==> config.mk <==
export PLATFORM = sky130hd
export DESIGN_NAME = fpu_sequencer
export DESIGN_NICKNAME = d
export VERILOG_FILES = /design/src/rtl/fpu_sequencer.sv
export SDC_FILE = /design/constraint.sdc
export NUM_CORES = 1
export LEC_CHECK = 0
export ABC_AREA = 1
export BUFFER_PORTS_ARGS = -buffer_cell sky130_fd_sc_hd__buf_2
export CAP_MARGIN = 10
export CORE_UTILIZATION = 35
export DETAILED_ROUTE_END_ITERATION = 16
export PLACE_DENSITY_LB_ADDON = 0.25
export SYNTH_ARGS = -nofsm -noshare
export SYNTH_HDL_FRONTEND = slang
export SYNTH_SLANG_ARGS = --single-unit
export TNS_END_PERCENT = 1
==> constraint.sdc <==
create_clock -name clk_i -period 3.6 [get_ports clk_i]
set_input_delay 0.36 -clock clk_i [delete_from_list [all_inputs] [get_ports clk_i]]
set_output_delay 0.36 -clock clk_i [all_outputs]
set_load 0.02 [all_outputs]
==> src/rtl/fpu_sequencer.sv <==
// Instruction sequencer for the 64-bit FP unit: fetches from a 256 x 16 instruction
// memory, decodes, issues operations, waits for completion with a timeout, commits results.
module fpu_sequencer #(
  parameter int unsigned TIMEOUT = 64
) (
  input  logic        clk_i,
  input  logic        rst_ni,
  input  logic        run_i,
  input  logic [15:0] inst_i,
  input  logic        fpu_done_i,
  output logic [7:0]  pc_o,
  output logic        stop_o,
  output logic [1:0]  fpu_op_o,
  output logic        fpu_start_o,
  output logic [3:0]  ra_addr_o,
  output logic [3:0]  rb_addr_o,
  output logic [3:0]  wr_addr_o,
  output logic        wr_en_o,
  output logic        halted_o,
  output logic        err_o,
  output logic [1:0]  err_code_o,
  output logic [15:0] retired_o
);

  localparam int unsigned PC_W   = 8;
  localparam int unsigned ADDR_W = 4;
  localparam int unsigned OP_W   = 2;
  localparam int unsigned RET_W  = 16;
  localparam int unsigned CNT_W  = $clog2(TIMEOUT + 1);

  localparam logic [3:0] OPC_NOP  = 4'h0;
  localparam logic [3:0] OPC_ADD  = 4'h1;
  localparam logic [3:0] OPC_DIV  = 4'h4;
  localparam logic [3:0] OPC_HALT = 4'hF;

  localparam logic [1:0] ERR_NONE     = 2'b00;
  localparam logic [1:0] ERR_ILLEGAL  = 2'b01;
  localparam logic [1:0] ERR_TIMEOUT  = 2'b10;
  localparam logic [1:0] ERR_OVERFLOW = 2'b11;

  localparam logic [PC_W-1:0] PC_LAST = {PC_W{1'b1}};
  // EXEC cycle count starts at 0, so this limit puts HALT exactly TIMEOUT cycles after ISSUE
  localparam logic [CNT_W-1:0] CNT_LIMIT = CNT_W'(TIMEOUT - 2);

  typedef struct packed {
    logic [3:0]        opcode;
    logic [ADDR_W-1:0] rd;
    logic [ADDR_W-1:0] rs1;
    logic [ADDR_W-1:0] rs2;
  } inst_t;

  typedef enum logic [2:0] {
    S_IDLE,
    S_FETCH,
    S_DECODE,
    S_ISSUE,
    S_EXEC,
    S_WRITE,
    S_HALT
  } state_e;

  state_e            state_q, state_d;
  logic [PC_W-1:0]   pc_q, pc_d;
  logic [CNT_W-1:0]  cnt_q, cnt_d;
  logic [RET_W-1:0]  retired_q, retired_d;
  logic              err_q, err_d;
  logic [1:0]        err_code_q, err_code_d;
  logic [ADDR_W-1:0] ra_q, ra_d;
  logic [ADDR_W-1:0] rb_q, rb_d;
  logic [ADDR_W-1:0] wa_q, wa_d;
  logic [OP_W-1:0]   op_q, op_d;
  logic              stop_q, stop_d;
  logic              start_q, start_d;
  logic              wr_en_q, wr_en_d;
  logic              halted_q, halted_d;

  inst_t ir;
  logic  retire;
  logic  advance;

  assign ir = inst_t'(inst_i);

  // Next-state, datapath and registered-output decode
  always_comb begin
    state_d    = state_q;
    pc_d       = pc_q;
    cnt_d      = cnt_q;
    retired_d  = retired_q;
    err_d      = err_q;
    err_code_d = err_code_q;
    ra_d       = ra_q;
    rb_d       = rb_q;
    wa_d       = wa_q;
    op_d       = op_q;
    retire     = 1'b0;
    advance    = 1'b0;

    case (state_q)
      S_IDLE: begin
        pc_d = '0;
        if (run_i) begin
          state_d    = S_FETCH;
          retired_d  = '0;
          err_d      = 1'b0;
          err_code_d = ERR_NONE;
        end
      end

      S_FETCH: state_d = S_DECODE;

      S_DECODE: begin
        ra_d = ir.rs1;
        rb_d = ir.rs2;
        wa_d = ir.rd;
        op_d = OP_W'(ir.opcode - 4'd1);
        if ((ir.opcode >= OPC_ADD) && (ir.opcode <= OPC_DIV)) begin
          state_d = S_ISSUE;
        end else if (ir.opcode == OPC_NOP) begin
          retire  = 1'b1;
          advance = 1'b1;
        end else if (ir.opcode == OPC_HALT) begin
          retire  = 1'b1;
          state_d = S_HALT;
        end else begin
          state_d    = S_HALT;
          err_d      = 1'b1;
          err_code_d = ERR_ILLEGAL;
        end
      end

      S_ISSUE: begin
        cnt_d   = '0;
        state_d = S_EXEC;
      end

      // Completion wins over timeout on the final allowed cycle
      S_EXEC: begin
        if (fpu_done_i) begin
          state_d = S_WRITE;
        end else if (cnt_q == CNT_LIMIT) begin
          state_d    = S_HALT;
          err_d      = 1'b1;
          err_code_d = ERR_TIMEOUT;
        end else begin
          cnt_d = cnt_q + CNT_W'(1);
        end
      end

      S_WRITE: begin
        retire  = 1'b1;
        advance = 1'b1;
      end

      S_HALT: begin
        if (run_i) begin
          state_d    = S_FETCH;
          pc_d       = '0;
          retired_d  = '0;
          err_d      = 1'b0;
          err_code_d = ERR_NONE;
        end
      end

      default: state_d = S_IDLE;
    endcase

    // The last address never wraps; stepping past it is an overflow error
    if (advance) begin
      if (pc_q == PC_LAST) begin
        state_d    = S_HALT;
        err_d      = 1'b1;
        err_code_d = ERR_OVERFLOW;
      end else begin
        pc_d    = pc_q + PC_W'(1);
        state_d = S_FETCH;
      end
    end

    if (retire && (retired_q != {RET_W{1'b1}})) begin
      retired_d = retired_q + RET_W'(1);
    end

    stop_d   = (state_d == S_IDLE) || (state_d == S_HALT);
    halted_d = (state_d == S_HALT);
    start_d  = (state_d == S_ISSUE);
    wr_en_d  = (state_d == S_WRITE);
  end

  always_ff @(posedge clk_i or negedge rst_ni) begin
    if (!rst_ni) begin
      state_q    <= S_IDLE;
      pc_q       <= '0;
      cnt_q      <= '0;
      retired_q  <= '0;
      err_q      <= 1'b0;
      err_code_q <= ERR_NONE;
      ra_q       <= '0;
      rb_q       <= '0;
      wa_q       <= '0;
      op_q       <= '0;
      stop_q     <= 1'b1;
      start_q    <= 1'b0;
      wr_en_q    <= 1'b0;
      halted_q   <= 1'b0;
    end else begin
      state_q    <= state_d;
      pc_q       <= pc_d;
      cnt_q      <= cnt_d;
      retired_q  <= retired_d;
      err_q      <= err_d;
      err_code_q <= err_code_d;
      ra_q       <= ra_d;
      rb_q       <= rb_d;
      wa_q       <= wa_d;
      op_q       <= op_d;
      stop_q     <= stop_d;
      start_q    <= start_d;
      wr_en_q    <= wr_en_d;
      halted_q   <= halted_d;
    end
  end

  assign pc_o        = pc_q;
  assign stop_o      = stop_q;
  assign fpu_op_o    = op_q;
  assign fpu_start_o = start_q;
  assign ra_addr_o   = ra_q;
  assign rb_addr_o   = rb_q;
  assign wr_addr_o   = wa_q;
  assign wr_en_o     = wr_en_q;
  assign halted_o    = halted_q;
  assign err_o       = err_q;
  assign err_code_o  = err_code_q;
  assign retired_o   = retired_q;

endmodule

# Word-level counts from Yosys, hierarchy flattened
# Cells that the tools add are included.
# word_totals
input_bits	20
regBits	55
# op_classes
add_sub_neg	4
n_lt_le_gt_ge	2
muxes	43
eq_ne	15
n_reduce_logical	12
# ops
operator	count
$mux W16	3
$mux W8	3
$mux W3	7
$pmux W3 S6	1
$add A16 B1 Y16 const B	1
$mux W2	8
$ne A16 B16 Y1 const B	1
$pmux W8 S2	1
$eq A3 B3 Y1 const B	5
$mux W7	2
$pmux W7 S2	1
$mux W1	13
$eq A3 B2 Y1 const B	3
$add A8 B1 Y8 const B	1
$eq A8 B8 Y1 const B	1
$add A7 B1 Y7 const B	1
$eq A7 B6 Y1 const B	1
$logic_not A3 Y1	2
$pmux W2 S3	1
$reduce_bool A2 Y1	3
$eq A4 B4 Y1 const B	1
$ge A4 B1 Y1 const B	1
$le A4 B3 Y1 const B	1
$logic_not A4 Y1	1
other kinds (10)	13

# Logic depth before layout (Yosys ltp)
# Gate-level depths: netlist of the first run.
# depth
word_depth	8
depth_mapped	14
ltp_nobuf	14

# Worst setup path before layout of the first run
# No wires, ideal clock.
# synth_timing
path_type	register to register
start	register retired_q[0] (netlist: retired_o[0])
end	register retired_q[2] (netlist: retired_o[2])
arrival_ns	1.447
n_path_buf	1
slack_ns	2.035
path_stages_with_launch	10
t_required_ns	3.482
synth_period_minus_slack_ns	1.565
path_cell_list	dfrtp_1 > ha_1 > nand2_1 > nor2_1 > nand4_1 > nand2_2 > buf_6 > inv_1 > nand2_1 > nand2_1
# synth_between
elab_chain_len	4
word_cells_on_any_way	7
classes_between	add/sub: 1; eq/ne: 1; mux: 1; reduce/logical: 4
# synth_rtl
element	line	rtl
start: declaration	65	logic [RET_W-1:0] retired_q, retired_d;
start signal: assignment	209	retired_q <= retired_d;
parallel branches: the longest is 4 deep, another holds $add A16 B1 Y16	--	
# Several ways; the timed one is not identified.
# A chain may end at the register's enable or synchronous reset.

# Final worst setup path of the first run
# layout_timing
start	register state_q[2]
end	register stop_q (netlist: stop_o)
# layout_between
elab_chain_len	6
word_cells_on_any_way	19
classes_between	eq/ne: 7; mux: 8; reduce/logical: 4
# layout_rtl
element	line	rtl
start: declaration	62	state_e state_q, state_d;
start signal: assignment	206	state_q <= state_d;
$eq A3 B3 Y1 / $logic_not A3 Y1 (equally long branches)	98	case (state_q)
$reduce_or A2 Y1 (no line)	--	
$pmux W3 S6	98	
$mux W3 (*)	168	if (advance) begin
via state_d[0]	62	
$eq A3 B3 Y1 / $logic_not A3 Y1 (equally long branches)	183	stop_d = (state_d == S_IDLE) || (state_d == S_HALT);
$logic_or A1 B1 Y1 (*)	183	
via stop_d	72	logic stop_q, stop_d;
end signal: assignment	216	stop_q <= stop_d;
end: declaration	72	
# Mark *: on every way through the listed nets, which the timed path passes. The rest lies on a longest branch.

==> impl_metrics.yaml, run 1 <==
final_layout:
  final_util_pct: 42.1
  drive_above_1_share_pct: 19.8
  multiInputGateArea_mm2: 0.00140
  ff_latch_area_mm2: 0.00138
  nets: 477
  stdcell_area_mm2: 0.00348
  syn2layout_area_growth_pct: 15.8
  fillers: 899
  diodes: 0
setup_path:
  critPathKind: "reg -> reg"
  setup.worst_path.start_class: "flip-flop"
  cp-end-kind: "flip-flop"
  crit_path_end: "stop_o$_DFF_PN1_"
  crit_required_ns: 3.85
  worst_r2r_path_depth: 10
  critPathMaxFanout: 22
  rrSetupSlack_ns: 1.45
  worst_r2r_endpoint: "stop_o$_DFF_PN1_"
  arrival_ns: 2.40
  reg2reg_from: "state_q[2]$_DFF_PN0_"
  startpoint: "state_q[2]$_DFF_PN0_"
yosys:
  ys_ff_latch: 55
  synth_top_cell_by_area: "dfrtp_1"
  synthXorXnorAreaFrac_pct: 4.96
  synth_top_family_by_area: "simple AND/OR/NAND/NOR gates"
  synthAdderAreaFrac_pct: 3.33
  synth_area_mm2: 0.00300
  seq_area_frac_synth_pct: 45.9
  muxShareOfSynthArea_pct: 0
  postSynthAreaPerCell_um2: 7.78
  yosysWarnings: 0
  netlist_instances: 386
  synth-compound-area-share_pct: 7.34
  ys_types: 29
  synth.area.top_cells: "dfrtp_1 45%, nand2_1 14%, nand3_1 8.5%"
  yosys.area_share.simple_pct: 30.9
  yosysTopAreaCellShare_pct: 45.0
  synth_fp_nets: 414
clock_network:
  clk_path_buf_depth: 2
  clock_sinks: 55
  htree_levels: 2
  path_clk_slew_ns: 0.10
  cts_buffers: 5
  cts_hold_buffers: 0
  worstSkewPairLatency_ns: 0.31
  cts_tree: "yes"
  cts_setup_buffers: 0
  cts_resized: 0
  root_buffer: "clkbuf_8"
sta:
  slew_headroom_pct: 51.9
  drv_slew: 0
  layout_setup_ws_ns: 1.45
  tns_ns: 0
  max_freq_mhz: 465
  worst-slew-pin-transition_ns: 0.722
  skew_ns: 0.00517
  hold_viol: 0
  fin_crit_ns: 2.15
  setup_violations: 0
  holdWs_ns: 0.0884
  period_share_pct: 59.7
  rsz0062_at_grt: "false"
floorplan:
  core_mm2: 0.00826
  io_pins: 65
  start_util_pct: 36.3
  fp.dieW_um: 94.6
  die_h_um: 94.6
  dieArea_mm2: 0.00895
  rows: 33
detailed_routing:
  drtIter0Drc: 110
  routedWlPerCell_um: 12.4
  vias_per_cell: 4.83
  routed_wl_um: 6890
  antenna_left: 0
  num_vias: 2681
  drc: 0
  drt_first_pass_iters: 4
global_route:
  grt_pass1_wl_um: 12000
  antenna_found_initial: 0
  grt.overflow.total: 0
  grtUsageTotal_pct: 16.9
  grt_start_max_net_pins: 32
  grt_pass1_vias: 2645
job:
  maxCapViolCount: 0
min_path:
  min_path_type: "in -> async"
status:
  status: "finished, final reports clean"
power_and_ir_drop:
  peakVddDrop_uv: 408
  p_leak_nw: 1.78
  p_per_area_mw_per_mm2: 583
placement:
  dpl_worst_slack_ns: 1.43
  place.gp.congestion: 0.843
  dpl_cell_area_mm2: 0.00339
  dpl.hpwl_um: 5180
  portBuffers: 64
==> critical path, stage by stage, from the launching register on <==
cell	delay (ns)
dfrtp_1	0.44
inv_2	0.12
nand3_2	0.35
inv_1	0.50
nand2_1	0.19
nand3_1	0.16
inv_1	0.06
nand2_1	0.11
nor2_1	0.06
nand2_1	0.05
nand2_1	0.05
==> through the flow <==
stage | power [W] | cells
2_1_floorplan | 0.00148 | 386
3_3_place_gp | 0.00170 | 547
3_5_place_dp | 0.00171 | 547
4_1_cts | 0.00205 | 555
5_1_grt | 0.00218 | 555
6_report | 0.00203 | 555
==> kinds of logic after synthesis <==
| kind of cell | Yosys count |
|---|---|
| simple gates | 214 |
| buf+inv | 51 |
| flops | 55 |
| compound gates | 41 |
| xor+xnor | 17 |
| fa+ha+maj | 8 |
==> synthesized netlist by cell type, drive strengths merged <==
library cell / instances
ha: 8
a22oi: 1
nand4: 6
inv: 42
xnor2: 3
nor3: 8
o22ai: 1
clkbuf: 2
a31o: 1
dfstp: 1
xor2: 14
nand3: 52
a21oi: 6
nor2: 33
nand2: 115
dfrtp: 54
o21ai: 32
buf: 7
==> where the power goes <==
part	internal, W	switching (W)
combinational	0.000243	0.000587
clock	0.000134	0.000201
sequential	0.000760	0.000104
total	0.00114	0.000891
==> metal layers <==
metal  GRT usage [%]  routed length (µm)  up-vias
met5               0                   0        -
met4            4.29                  63        0
met3            3.22                 355        7
met2            29.1                3320       71
met1            21.6                3150     1243
li1                -                   -     1360
==> layout by cell type, fill, tap and decap left out, types with 6 or more instances in the layout <==
cell type / n
buf_2: 64
dfrtp_1: 54
ha_1: 8
inv_1: 40
nand2_1: 110
nand3_1: 51
nand4_1: 6
nor2_1: 30
nor3_1: 7
o21ai_0: 17
o21ai_1: 14
xor2_1: 14
==> layout make-up <==
type,count,share of cell area [%]
clock inverters,3,0.432
flip-flops and latches,55,39.6
multi-input cells,280,40.2
well taps,105,3.78
repair buffers,65,9.43
clock buffers,5,1.98
inverters,42,4.54
==> registers in the layout, indices dropped and copies added (netlist names), 3 cells and up <==
register,count
pc_o,8
ra_addr_o,4
state_q,3
cnt_q,7
wr_addr_o,4
rb_addr_o,4
retired_o,16
==> worst min-delay path by stage <==
stage | endpoint | slack [ns] | startpoint | depth (start not counted)
after floorplan | cnt_q[0]$_DFFE_PN0P_ | 0.06 | rst_ni | 0
after global placement | wr_en_o$_DFF_PN0_ | 0.46 | rst_ni | 1
after detailed placement | ra_addr_o[1]$_DFFE_PN0P_ | 0.46 | ra_addr_o[1]$_DFFE_PN0P_ | 2
after CTS | fpu_start_o$_DFF_PN0_ | 0.13 | rst_ni | 1
after global routing | retired_o[8]$_DFFE_PN0P_ | 0.17 | rst_ni | 1
final | retired_o[8]$_DFFE_PN0P_ | 0.09 | rst_ni | 1
(Power assumes the default switching activity.)
==> run 2: changes to the inputs <==
ABC_AREA = 0   (was 1)
clock period = 1.96 ns   (was 3.6 ns; I/O delays follow)
==> impl_metrics.yaml, run 2 <==
status:
  status: "finished, violations left"
  violations: "setup timing"
sta:
  setup_violations: 1
  fin_crit_ns: 1.96
  drv_slew: 0
  rsz0062_at_grt: "true"
  skew_ns: 0.00772
  period_share_pct: 100
  worst-slew-pin-transition_ns: 0.549
  slew_headroom_pct: 63.0
  hold_viol: 0
  max_freq_mhz: 509
  layout_setup_ws_ns: -0.00304
detailed_routing:
  vias_per_cell: 5.11
  antenna_left: 0
  drc: 0
  drt_first_pass_iters: 4
  num_vias: 2739
  drtIter0Drc: 88
  routed_wl_um: 7420
  routedWlPerCell_um: 13.9
setup_path:
  cp-end-kind: "flip-flop"
  slowest_stage: "or4_4"
  critPathKind: "reg -> reg"
  cp_top_family: "simple AND/OR/NAND/NOR gates"
  arrival_ns: 2.17
  critPathMaxFanout: 5
  critical-path-max-stage-delay_ns: 0.51
  crit_required_ns: 2.16
  path_cells: "ha_4 -> nand3_4 -> or4_4 -> or2_4 -> and4_1 -> a221o_1"
  critPathBufInv: 0
  setup.worst_path.start_class: "flip-flop"
power_and_ir_drop:
  p_leak_nw: 2.04
  p_per_area_mw_per_mm2: 1090
  power_w: 0.00427
  peakVddDrop_uv: 496
clock_network:
  path_clk_slew_ns: 0.10
  cts_buffers: 5
  clock_sinks: 55
  cts_tree: "yes"
  root_buffer: "clkbuf_8"
  htree_levels: 2
  worstSkewPairLatency_ns: 0.31
  clk_path_buf_depth: 2
placement:
  dpl.hpwl_um: 5570
  place.gp.congestion: 0.849
  portBuffers: 64
  dpl_worst_slack_ns: -0.0954
yosys:
  postSynthAreaPerCell_um2: 9.41
  synth_common_cells: "61 x nand2_1, 54 x dfrtp_1, 16 x a21oi_1, 13 x nand3_1"
  synth_area_mm2: 0.00294
  synth_ff_type: "dfrtp_1"
  synth_top_cell_by_area: "dfrtp_1"
  synth-edff-count: 0
  ys_ff_latch: 55
  yosysTopAreaCellShare_pct: 46.0
  ys_types: 55
  yosysWarnings: 0
  async_flop_share_pct: 100
  seq_area_frac_synth_pct: 46.9
  synth_fp_nets: 340
  netlist_instances: 312
  synth.area.top_cells: "dfrtp_1 46%, nand2_1 7.8%, ha_1 3.4%"
  synth.most_common_cell: "nand2_1"
global_route:
  grtUsageTotal_pct: 17.7
  grt_pass1_vias: 2609
  grt_pass1_wl_um: 12300
  grt.overflow.total: 0
  grt_start_max_net_pins: 26
  antenna_found_initial: 0
final_layout:
  fillers: 823
  layout_common_cells: "64 x buf_2, 61 x nand2_1, 52 x dfrtp_1"
  layout_commonest_cell: "buf_2"
  syn2layout_area_growth_pct: 33.1
  nets: 458
  drive_above_1_share_pct: 32.5
  diodes: 0
  largest_reg_flops: 16
floorplan:
  io_pins: 65
  core_mm2: 0.00818
  die_h_um: 93.6
  rows: 33
  fp.dieW_um: 93.6
  dieArea_mm2: 0.00876
  start_util_pct: 35.9
min_path:
  min_path_type: "in -> reg"
job:
  maxCapViolCount: 0
[run 2: worst paths after layout]
kind	depth (start not counted)	end	slack, ns	from
setup / recovery	6	retired_o[7]$_DFFE_PN0P_	-0.003	retired_o[0]$_DFFE_PN0P_
hold / removal	3	ra_addr_o[2]$_DFFE_PN0P_	0.07	inst_i[6]
setup reg to reg	6	retired_o[7]$_DFFE_PN0P_	-0.003	retired_o[0]$_DFFE_PN0P_
hold reg to reg	2	rb_addr_o[0]$_DFFE_PN0P_	0.48	rb_addr_o[0]$_DFFE_PN0P_
max in group asynchronous	3	stop_o$_DFF_PN1_	1.01	rst_ni
min in group asynchronous	2	wr_addr_o[2]$_DFFE_PN0P_	0.36	rst_ni
[run 2: where the power goes]
group	total [W]	switching [W]	internal, W	leakage, nW
Clock	0.000662	0.000375	0.000286	0.0482
Combinational	0.00198	0.00115	0.000824	1.27
Sequential	0.00163	0.000209	0.00142	0.726
[run 2: cell families (layout without fill, tap and decap cells)]
logic type / count (synthesis) / in the layout / share of synthesized area, %
simple gates: 154 / 154 / 27.2
fa+ha+maj: 8 / 8 / 3.41
xor+xnor: 6 / 6 / 1.79
mux: 7 / 7 / 2.43
buf+inv: 17 / 136 / 2.51
compound gates: 65 / 65 / 15.7
flops: 55 / 55 / 46.9
[run 2: layer usage]
metal  GRT usage (%)  vias up  part of all wire [%]  wire length (µm)
met5               0        -                     0                 0
met4            5.64        0                   1.3                97
met3            3.33        9                   4.2               312
met2            27.5       59                    44              3290
met1            24.7     1301                    50              3720
li1                -     1370                     -                 -
[run 2: metrics by stage]
stage | util [%] | hold slack, ns | cell area [µm²] | instances | TNS (ns)
finish | 47.8 | 0.0662 | 3910 | 536 | -0.00304
floorplan | - | -0.0996 | 2950 | 312 | -1.35
global placement | 46.3 | 0.162 | 3780 | 526 | -0.232
CTS | 47.6 | 0.0568 | 3890 | 536 | -0.0322
detailed placement | 46.3 | 0.172 | 3780 | 526 | -0.718
global route | 47.8 | 0.0581 | 3910 | 536 | -0.616
[run 2: what timing repair did]
action,4_1_cts,5_1_grt
hold endpoints to repair,16,0
setup endpoints to repair,6,20
resized for setup,0,4
setup buffers,1,0
pin swaps,3,9
hold buffers,1,0
[run 2: area by class of cell]
cell class | count | area, µm² | area share [%]
Clock buffer | 7 | 86.3 | 2.21
Sequential cell | 55 | 1380 | 35.3
Tap cell | 105 | 131 | 3.36
Inverter | 10 | 37.5 | 0.960
Timing Repair Buffer | 118 | 753 | 19.3
Clock inverter | 1 | 5.00 | 0.128
Multi-Input combinational cell | 240 | 1520 | 38.8
[run 2: worst min-delay path, cell delays in order]
cell	delay (ns)
buf_2	0.08
nand2_1	0.04
nand2_1	0.04
